## config.mk

```make
export PLATFORM = sky130hd
export DESIGN_NAME = tirage_de
export DESIGN_NICKNAME = d
export VERILOG_FILES = /design/src/rtl/de_pkg.sv /design/src/rtl/bin_vers_bcd.sv /design/src/rtl/tirage_de.sv
export SDC_FILE = /design/constraint.sdc
export NUM_CORES = 1
export LEC_CHECK = 0
export BUFFER_PORTS_ARGS = -buffer_cell sky130_fd_sc_hd__buf_2
export CAP_MARGIN = 20
export CORE_AREA = 2 2 110 154
export CTS_CLUSTER_DIAMETER = 200
export DETAILED_ROUTE_END_ITERATION = 7
export DIE_AREA = 0 0 112 156
export PLACE_DENSITY_LB_ADDON = 0.08
export SLEW_MARGIN = 20
export SYNTH_ARGS = -nofsm -noshare
export SYNTH_HDL_FRONTEND = slang
export SYNTH_SLANG_ARGS = --single-unit
```

## constraint.sdc

```tcl
create_clock -name clk -period 7.5 [get_ports clk]
set_clock_uncertainty 0.15 [all_clocks]
set_input_delay 0.75 -clock clk [delete_from_list [all_inputs] [get_ports clk]]
set_output_delay 0.75 -clock clk [all_outputs]
set_load 0.03 [all_outputs]
```

## src/rtl/de_pkg.sv

```systemverilog
`default_nettype none
// ============================================================================
// Package  : de_pkg
// Purpose  : Shared die constants, LFSR polynomial and FSM state encoding.
// Revision : 1.0 - initial release
// ============================================================================
package de_pkg;

    localparam int          W_VAL     = 7;
    localparam int          LFSR_LEN  = 16;
    localparam logic [15:0] LFSR_SEED = 16'hACE1;
    // Right-shifting Galois mask for x^16 + x^14 + x^13 + x^11 + 1
    localparam logic [15:0] LFSR_TAPS = 16'hB400;
    localparam int          R_W       = 8;

    typedef enum logic [2:0] {
        ST_IDLE  = 3'd0,
        ST_CAPT  = 3'd1,
        ST_REDUC = 3'd2,
        ST_ADD   = 3'd3,
        ST_CONV  = 3'd4,
        ST_FIN   = 3'd5
    } etat_e;

    function automatic logic [11:0] bcd_de(input logic [W_VAL-1:0] v);
        logic [11:0] b;
        b = '0;
        for (int i = W_VAL - 1; i >= 0; i--) begin
            for (int d = 0; d < 3; d++) begin
                if (b[4*d +: 4] >= 4'd5) begin
                    b[4*d +: 4] = b[4*d +: 4] + 4'd3;
                end
            end
            b = {b[10:0], v[i]};
        end
        return b;
    endfunction

endpackage
`default_nettype wire

```

## src/rtl/bin_vers_bcd.sv

```systemverilog
`default_nettype none
// ============================================================================
// Module   : bin_vers_bcd
// Purpose  : Sequential double-dabble, W cycles from start to the fin pulse.
// Revision : 1.0 - initial release
// ============================================================================
module bin_vers_bcd
    import de_pkg::*;
#(
    parameter int W = W_VAL
) (
    input  logic         clk,
    input  logic         rst,
    input  logic         start,
    input  logic [W-1:0] bin,
    output logic [3:0]   bcd0,
    output logic [3:0]   bcd1,
    output logic [3:0]   bcd2,
    output logic         fin
);

    localparam int CW = $clog2(W + 1);

    logic [W-1:0]  sh_q;
    logic [11:0]   bcd_q;
    logic [CW-1:0] cnt_q;
    logic          actif_q;
    logic [11:0]   w_adj;

    always_comb begin
        w_adj = bcd_q;
        for (int i = 0; i < 3; i++) begin
            if (bcd_q[4*i +: 4] >= 4'd5) begin
                w_adj[4*i +: 4] = bcd_q[4*i +: 4] + 4'd3;
            end
        end
    end

    // The load cycle already shifts in the MSB (digits are zero, so no adjust),
    // which keeps the whole conversion at exactly W cycles.
    always_ff @(posedge clk) begin
        if (rst) begin
            sh_q    <= '0;
            bcd_q   <= '0;
            cnt_q   <= '0;
            actif_q <= 1'b0;
        end else if (start) begin
            sh_q    <= bin << 1;
            bcd_q   <= {11'd0, bin[W-1]};
            cnt_q   <= CW'(W - 1);
            actif_q <= 1'b1;
        end else if (actif_q) begin
            if (cnt_q == '0) begin
                actif_q <= 1'b0;
            end else begin
                bcd_q <= 12'({w_adj, sh_q[W-1]});
                sh_q  <= sh_q << 1;
                cnt_q <= cnt_q - CW'(1);
            end
        end
    end

    assign fin  = actif_q && (cnt_q == '0);
    assign bcd0 = bcd_q[3:0];
    assign bcd1 = bcd_q[7:4];
    assign bcd2 = bcd_q[11:8];

endmodule
`default_nettype wire

```

## src/rtl/tirage_de.sv

```systemverilog
`default_nettype none
// ============================================================================
// Module   : tirage_de
// Purpose  : Die roller - draws a value in [dMin, dMax] from a free-running
//            LFSR on a lancer rising edge, outputs binary + 3 BCD digits.
// Option   : TIRAGE_ANIM_EN enables the "spinning die" display while held.
// Revision : 1.0 - initial release
// ============================================================================
module tirage_de
    import de_pkg::*;
#(
    parameter int                W      = W_VAL,
    parameter int                LFSR_W = LFSR_LEN,
    parameter logic [LFSR_W-1:0] SEED   = LFSR_W'(LFSR_SEED)
) (
    input  logic         clk,
    input  logic         rst,
    input  logic         lancer,
    input  logic [W-1:0] dMin,
    input  logic [W-1:0] dMax,
    output logic [W-1:0] valeur,
    output logic [3:0]   bcd0,
    output logic [3:0]   bcd1,
    output logic [3:0]   bcd2,
    output logic         occupe,
    output logic         pret,
    output logic         erreur
);

    localparam logic [LFSR_W-1:0] c_taps = LFSR_W'(LFSR_TAPS);

    etat_e             etat_q;
    logic [LFSR_W-1:0] lfsr_q;
    logic [LFSR_W-1:0] lfsr_d;
    logic              lancer_q;
    logic              lancer_prec_q;
    logic [W-1:0]      dmin_q;
    logic [R_W-1:0]    plage_q;
    logic [R_W-1:0]    r_q;
    logic [W-1:0]      val_int_q;
    logic [W-1:0]      valeur_q;
    logic [11:0]       bcd_q;
    logic              occupe_q;
    logic              pret_q;
    logic              erreur_q;

    logic              w_front;
    logic              w_inverse;
    logic [R_W-1:0]    w_plage;
    logic [R_W-1:0]    w_brut;
    logic [R_W-1:0]    w_reste;
    logic [W-1:0]      w_somme;
    logic              w_conv_start;
    logic              w_conv_fin;
    logic [3:0]        w_bcd0;
    logic [3:0]        w_bcd1;
    logic [3:0]        w_bcd2;

    assign lfsr_d       = (lfsr_q >> 1) ^ (lfsr_q[0] ? c_taps : '0);
    assign w_front      = lancer_q & ~lancer_prec_q;
    assign w_inverse    = dMax < dMin;
    assign w_plage      = R_W'({1'b0, dMax} - {1'b0, dMin}) + R_W'(1);
    assign w_brut       = lfsr_q[R_W-1:0];
    assign w_reste      = r_q - plage_q;
    assign w_somme      = dmin_q + W'(r_q);
    assign w_conv_start = (etat_q == ST_ADD);

    bin_vers_bcd #(
        .W (W)
    ) u_bcd (
        .clk   (clk),
        .rst   (rst),
        .start (w_conv_start),
        .bin   (w_somme),
        .bcd0  (w_bcd0),
        .bcd1  (w_bcd1),
        .bcd2  (w_bcd2),
        .fin   (w_conv_fin)
    );

`ifdef TIRAGE_ANIM_EN
    logic [19:0]  anim_div_q;
    logic         anim_ok_q;
    logic         w_tic;
    logic [W:0]   w_anim_somme;
    logic [W-1:0] w_anim;

    assign w_tic        = &anim_div_q;
    assign w_anim_somme = {1'b0, dMin} + (W+1)'(lfsr_q[3:0]);
    assign w_anim       = (w_anim_somme <= {1'b0, dMax}) ? w_anim_somme[W-1:0] : dMin;
`endif

    always_ff @(posedge clk) begin
        if (rst) begin
            etat_q        <= ST_IDLE;
            lfsr_q        <= SEED;
            lancer_q      <= 1'b0;
            lancer_prec_q <= 1'b0;
            dmin_q        <= '0;
            plage_q       <= '0;
            r_q           <= '0;
            val_int_q     <= '0;
            valeur_q      <= '0;
            bcd_q         <= '0;
            occupe_q      <= 1'b0;
            pret_q        <= 1'b0;
            erreur_q      <= 1'b0;
`ifdef TIRAGE_ANIM_EN
            anim_div_q    <= '0;
            anim_ok_q     <= 1'b0;
`endif
        end else begin
            lfsr_q        <= lfsr_d;
            lancer_q      <= lancer;
            lancer_prec_q <= lancer_q;
            pret_q        <= 1'b0;
`ifdef TIRAGE_ANIM_EN
            anim_div_q    <= anim_div_q + 20'd1;
            if (w_front && etat_q != ST_IDLE) begin
                anim_ok_q <= 1'b1;
            end
`endif
            case (etat_q)
                ST_IDLE: begin
                    if (w_front) begin
                        etat_q   <= ST_CAPT;
                        occupe_q <= 1'b1;
                    end
`ifdef TIRAGE_ANIM_EN
                    else if (lancer_q && anim_ok_q && w_tic) begin
                        valeur_q <= w_anim;
                        bcd_q    <= bcd_de(w_anim);
                    end
`endif
                end
                ST_CAPT: begin
                    dmin_q   <= dMin;
                    plage_q  <= w_plage;
                    erreur_q <= w_inverse;
                    // Inverted bounds and single-value ranges need no reduction.
                    if (w_inverse || w_plage == R_W'(1)) begin
                        r_q    <= '0;
                        etat_q <= ST_ADD;
                    end else begin
                        r_q    <= w_brut;
                        etat_q <= (w_brut >= w_plage) ? ST_REDUC : ST_ADD;
                    end
                end
                ST_REDUC: begin
                    r_q <= w_reste;
                    if (w_reste < plage_q) begin
                        etat_q <= ST_ADD;
                    end
                end
                ST_ADD: begin
                    val_int_q <= w_somme;
                    etat_q    <= ST_CONV;
                end
                ST_CONV: begin
                    if (w_conv_fin) begin
                        valeur_q <= val_int_q;
                        bcd_q    <= {w_bcd2, w_bcd1, w_bcd0};
                        pret_q   <= 1'b1;
                        etat_q   <= ST_FIN;
`ifdef TIRAGE_ANIM_EN
                        anim_ok_q <= 1'b0;
`endif
                    end
                end
                ST_FIN: begin
                    occupe_q <= 1'b0;
                    etat_q   <= ST_IDLE;
                end
                default: begin
                    occupe_q <= 1'b0;
                    etat_q   <= ST_IDLE;
                end
            endcase
        end
    end

    assign valeur = valeur_q;
    assign bcd0   = bcd_q[3:0];
    assign bcd1   = bcd_q[7:4];
    assign bcd2   = bcd_q[11:8];
    assign occupe = occupe_q;
    assign pret   = pret_q;
    assign erreur = erreur_q;

endmodule
`default_nettype wire

```

After elaboration in Yosys (flattened, before gate mapping). Index checks and enable logic that the tools add are counted.

Register bits after elaboration: 95. Bits in latches: 0. Bits in writable memories: 0. ROM bits: 0. Bits of input ports: 17. Output and inout port bits: 22. Logic and storage cells: 89. Memories: 0.

Add/subtract/negate cells: 8. Multipliers: 0. Divide/modulo/power cells: 0. Magnitude comparators: 6. Equal/unequal tests: 9. Shifts and indexed selects: 0. Multiplexer cells: 27. Bitwise operators: 6. Reduce and logical (&&, ||, !) cells: 14.

Operator list (count): 2-to-1 mux 3 bit (7); 2-to-1 mux 7 bit (3); 2-to-1 mux 16 bit (1); case mux 8 bit (2 select lines) (1); bitwise XOR 15 x 16 -> 16 bit (1); case mux 3 bit (5 select lines) (1); >= comparator 4 x 3 -> 1 bit, second input constant (3); 2-to-1 mux 1 bit (10); adder 4 x 2 -> 4 bit, second input constant (2); adder 8 x 1 -> 8 bit, second input constant (1); == test 8 x 1 -> 1 bit, second input constant (1); >= comparator 8 bit (1); < comparator 8 bit (1); 2-to-1 mux 4 bit (2); 2-to-1 mux 8 bit (1); AND reduction 2 bit (4); subtractor 7 x 7 -> 8 bit (1); subtractor 8 bit (1); adder 7 bit (1); < comparator 7 bit (1); == test 3 x 2 -> 1 bit, second input constant (2); zero test 3 bit (2); inequality test 2 x 1 -> 1 bit, second input constant (2); inequality test 2 bit, second input constant (2); other kinds (13) (18).

Depth between registers and ports, before layout.
Word-level depth: 6. Depth in mapped cells: 13. Depth with buffers taken out: 13.

Hierarchy. From an unflattened synthesis, not the netlist that was laid out.

Cell total of the unflattened synthesis: 643. Area, all modules: 5471.5 um2.

Modules (own cells, without submodules): tirage_de (instances 1, cells each 495, area an instance 4230.3 um2, seq. area each 1461.4 um2); bin_vers_bcd (instances 1, cells each 148, area an instance 1241.2 um2, seq. area each 440.4 um2).

Least setup slack after synthesis. Ideal clock, no wire load.

Path type: input-to-reg. From: in dMin[3]. To: reg etat_q[0]. Setup time: 0.117 ns. Arrival: 3.139 ns. Required time: 7.233 ns. Path slack: 4.094 ns. Stages on the path: 12. Buffers on the path: 0. Path through: inv_1 -> ha_1 -> inv_1 -> fa_1 -> o21bai_1 -> or4_2 -> nand3_2 -> ha_1 -> o21ai_0 -> a211oi_1 -> nand4_1 -> and4b_1.

Word-level cells in the longest chain between the ends: 6. Elaborated cells between the ends (all ways): 9. Classes of those cells: 2 x add/sub; 2 x order compare; 1 x eq/ne; 3 x mux; 1 x reduce/logical.

RTL lines: from (decl) (line tirage_de.sv:19) `input logic [W-1:0] dMin,`; subtractor 7 x 7 -> 8 bit (line tirage_de.sv:62) `assign w_plage = R_W'({1'b0, dMax} - {1'b0, dMin}) + R_W'(1);`; adder 8 x 1 -> 8 bit (line tirage_de.sv:62); >= comparator 8 bit / == test 8 x 1 -> 1 bit (equally long branches) (line tirage_de.sv:146, tirage_de.sv:141); 2-to-1 mux 1 bit / logical OR 1 bit (equally long branches) (line tirage_de.sv:146, tirage_de.sv:141); 2-to-1 mux 1 bit (*) (line tirage_de.sv:141) `if (w_inverse || w_plage == R_W'(1)) begin`; case mux 3 bit (5 select lines) (*) (line tirage_de.sv:123) `case (etat_q)`; to (signal assigned) (line tirage_de.sv:146) `etat_q <= (w_brut >= w_plage) ? ST_REDUC : ST_ADD;`; to (decl) (line tirage_de.sv:32) `etat_e etat_q;`.

Every way passes the cells marked *; elsewhere a longest branch is shown, timed or not. A chain may end at the register's enable or synchronous reset.

Final worst setup path.
From: in dMin[5]. To: reg etat_q[0].

The elaborated chain is that of the path after synthesis.

==> impl_metrics.env <==
export IMPL_rrSetupSlack_ns=4.57
export IMPL_place_area_mm2=0.00556
export IMPL_rr_startpoint="plage_q[1]"
export IMPL_rsz0062_at_grt="no"
export IMPL_cp_buffers_inverters=3
export IMPL_setup_worst_path_start_class="input pin"
export IMPL_place_congestion=0.808
export IMPL_synth_area_mux_share_pct=0.383
export IMPL_p_seq_share_pct=34.5
export IMPL_ctsHoldBuffers=0
export IMPL_clk_path_buf_depth=2
export IMPL_cts_sinks=95
export IMPL_grt_pass1_vias=4214
export IMPL_critPathMaxFanout=7
export IMPL_worstPathRequired_ns=7.58
export IMPL_place_port_buffers=38
export IMPL_antenna_found_initial=0
export IMPL_leakage_nw=2.35
export IMPL_path_clk_slew_ns=0.06
export IMPL_clock_latency_ns=0.33
export IMPL_p_per_area_mw_per_mm2=308
export IMPL_holdCritStartpoint="lfsr_q[12]"
export IMPL_synth_compound_area_share_pct=16.2
export IMPL_end_kind="register"
export IMPL_post_cts_setup_buffers=0
export IMPL_drv_slew=0
export IMPL_wl_per_cell_um=14.5
export IMPL_hold_slack_ns=0.262
export IMPL_post_cts_resized=0
export IMPL_post_route_worst_setup_slack_ns=4.05
export IMPL_synth_nets=705
export IMPL_synthArstFlopShare_pct=0
export IMPL_drv_cap=0
export IMPL_final_antenna_net_count=0
export IMPL_ys_types=59
export IMPL_post_synth_cell_area_avg_um2=8.28
export IMPL_grt_use_total_pct=14.6
export IMPL_drt_wl_total_mm=12.4
export IMPL_diodes=0
export IMPL_r2r_end="etat_q[0]"
export IMPL_drc=0
export IMPL_slowest_delay_ns=0.63
export IMPL_dpl_worst_slack_ns=3.71
export IMPL_crit_family="adder cells"
export IMPL_slowest_stage="fa_1"
export IMPL_synthSimpleGateAreaFrac_pct=22.5
export IMPL_swShare_pct=36.8
export IMPL_vias=4264
export IMPL_hold_path_end="lfsr_q[11]"
export IMPL_fmax_mhz=289
export IMPL_relSlewSlack_pct=37.6
export IMPL_core_area_mm2=0.0161
export IMPL_cp_arrival_ns=3.53
export IMPL_routed_via_density=4.97
export IMPL_whs_path_depth=1
export IMPL_synth_seq_area_share_pct=36.4
export IMPL_synthCells=631
export IMPL_yosysWarnings=0
export IMPL_synth_seq_cells=95
export IMPL_internal_power_mw=1.14
export IMPL_cts_root_buf="clkbuf_16"
export IMPL_cts_buffers=9
export IMPL_rows=55
export IMPL_firstDrtPassIters=4
export IMPL_fill_cells=1723
export IMPL_die_w_um=112
export IMPL_first_iter_violations=158
export IMPL_fin_crit_ns=3.45
export IMPL_fp_dieH_um=156
export IMPL_dp_hpwl_mm=9.42
export IMPL_peakVddDrop_mv=0.156
export IMPL_grt_max_degree=88
export IMPL_fin_crit_sh_pct=46.1
export IMPL_synthAdderAreaFrac_pct=14.4
export IMPL_worstMarginPinSlew_ns=0.936
export IMPL_drive_gt1_share_pct=11.5
export IMPL_crit_chain="buf_2 -> inv_1 -> ha_1 -> inv_1 -> fa_1 -> and2b_2 -> a211oi_2 -> o311ai_4 -> ha_1 -> o21ai_0 -> a211oi_1 -> nand4_1 -> and4b_1"
export IMPL_synth_edf_count=0
export IMPL_hold_path_class="reg -> reg"
export IMPL_yosys_area_share_xor_xnor_pct=4.02
export IMPL_synthFlopType="dfxtp_1"
export IMPL_reg2reg_depth=12
export IMPL_tritoncts="built"
export IMPL_fin_tns_setup_ns=0
export IMPL_synth_area_mm2=0.00523
export IMPL_die_area_mm2=0.0175
export IMPL_final_cell_area_mm2=0.00584
export IMPL_fin_nets=728
export IMPL_grt_ovfl_total=0
export IMPL_p_clk_share_pct=24.8
export IMPL_pwr_share_comb_pct=40.7
export IMPL_setup_viol=0
export IMPL_start_util_pct=32.5
export IMPL_hold_viol=0
export IMPL_power_switching_mw=0.661
export IMPL_io_pins=39
export IMPL_grt_pass1_wl_mm=20.7
export IMPL_crit_type="in -> reg"
export IMPL_status="finished, final reports clean"
export IMPL_syn_to_final_growth_pct=11.7
export IMPL_ctsHtreeMaxLevel=3
export IMPL_synth_top_family_by_area="simple AND/OR/NAND/NOR gates"
-- cells by family after synthesis --
family          Yosys count
simple gates            233
fa+ha+maj                57
mux                       2
flops                    95
compound gates          141
buf+inv                  79
xor+xnor                 24
-- registers in the layout, summed over array words and instances (netlist names), 3 cells and up --
| signal | flops |
|---|---|
| etat_q | 3 |
| val_int_q | 7 |
| u_bcd.sh_q | 6 |
| plage_q | 8 |
| u_bcd.bcd_q | 12 |
| bcd_q | 12 |
| dmin_q | 7 |
| u_bcd.cnt_q | 3 |
| lfsr_q | 16 |
| valeur | 7 |
| r_q | 8 |
-- routing by layer --
layer  global-route usage [%]  share of wire (%)
met1                     15.3                 42
met2                     29.3                 55
met5                        0                  0
met3                     2.41                2.3
met4                     4.59                1.4
-- layout by cell type, fill, tap and decap left out, types with 2 or more instances in the layout --
master and n:
or4_1 2, a21o_1 6, nor2_1 30, or2_2 8, nor3_1 9, o22ai_1 2, a211oi_2 2, o21ai_0 21
nand3_1 14, inv_1 49, clkbuf_1 4, a31oi_1 6, o2111ai_1 3, a211oi_1 10, nor2b_1 14, nand4_1 8
dfxtp_1 95, mux2i_1 2, nor3b_1 3, nand3b_1 8, a22oi_1 4, nor4_1 5, xor2_1 7, fa_1 5
and3b_1 2, buf_4 4, nand2b_1 8, a21oi_1 75, o21bai_1 2, clkbuf_16 9, nand2_1 104, xnor2_1 17
o21a_1 3, and3_1 2, buf_2 38, ha_1 52, and2b_2 2
-- final cells by class --
class	count	area (um^2)	share of cell area (%)
multi-input combinational	457	3000	51.4
sequential	95	1900	32.6
tap	199	249	4.26
clock buffer	13	240	4.11
timing repair buffer	42	220	3.77
inverter	49	184	3.15
clock inverter	3	43.8	0.750
-- power groups by stage --
| stage | clock (mW) | sequential [mW] | combinational [mW] |
|---|---|---|---|
| floorplan | 0 | 0.603 | 0.585 |
| global placement | 0 | 0.633 | 0.728 |
| detailed placement | 0 | 0.633 | 0.732 |
| CTS | 0.463 | 0.622 | 0.737 |
| global route | 0.477 | 0.628 | 0.829 |
| finish | 0.445 | 0.620 | 0.731 |
-- metrics by stage --
| stage | util (%) | instances | power (mW) |
|---|---|---|---|
| 5_1_grt | 36.3 | 858 | 1.93 |
| 6_report | 36.3 | 858 | 1.80 |
| 3_5_place_dp | 34.5 | 842 | 1.36 |
| 2_1_floorplan | - | 631 | 1.19 |
| 3_3_place_gp | 34.5 | 842 | 1.36 |
| 4_1_cts | 36.3 | 858 | 1.82 |
-- synth_stat cells, types with 6 or more instances --
cell type / instances / area [um^2]
nor3_1: 9 / 45.0
ha_1: 52 / 651
o21ai_0: 21 / 105
a21o_1: 6 / 45.0
nor2b_1: 14 / 87.6
dfxtp_1: 95 / 1900
inv_1: 49 / 184
clkbuf_1: 25 / 93.8
a31oi_1: 6 / 37.5
nand3b_1: 8 / 60.1
a211oi_1: 10 / 75.1
nand4_1: 8 / 50.1
nand3_1: 14 / 70.1
xor2_1: 7 / 61.3
or2_2: 8 / 50.1
nor2_1: 30 / 113
nand2b_1: 8 / 50.1
a21oi_1: 75 / 375
nand2_1: 104 / 390
xnor2_1: 17 / 149
-- worst max path at each step --
stage               startpoint        end  slack (ns)  cells past startpoint
floorplan              dMin[3]  etat_q[0]        4.09                     12
global placement       dMin[5]  etat_q[0]        3.82                     13
detailed placement     dMin[5]  etat_q[0]        3.71                     13
CTS                    dMin[5]  etat_q[0]        4.06                     13
global route           dMin[3]  etat_q[0]        3.93                     13
finish                 dMin[5]  etat_q[0]        4.05                     13
Note: power is estimated with default switching activity, not from simulation.
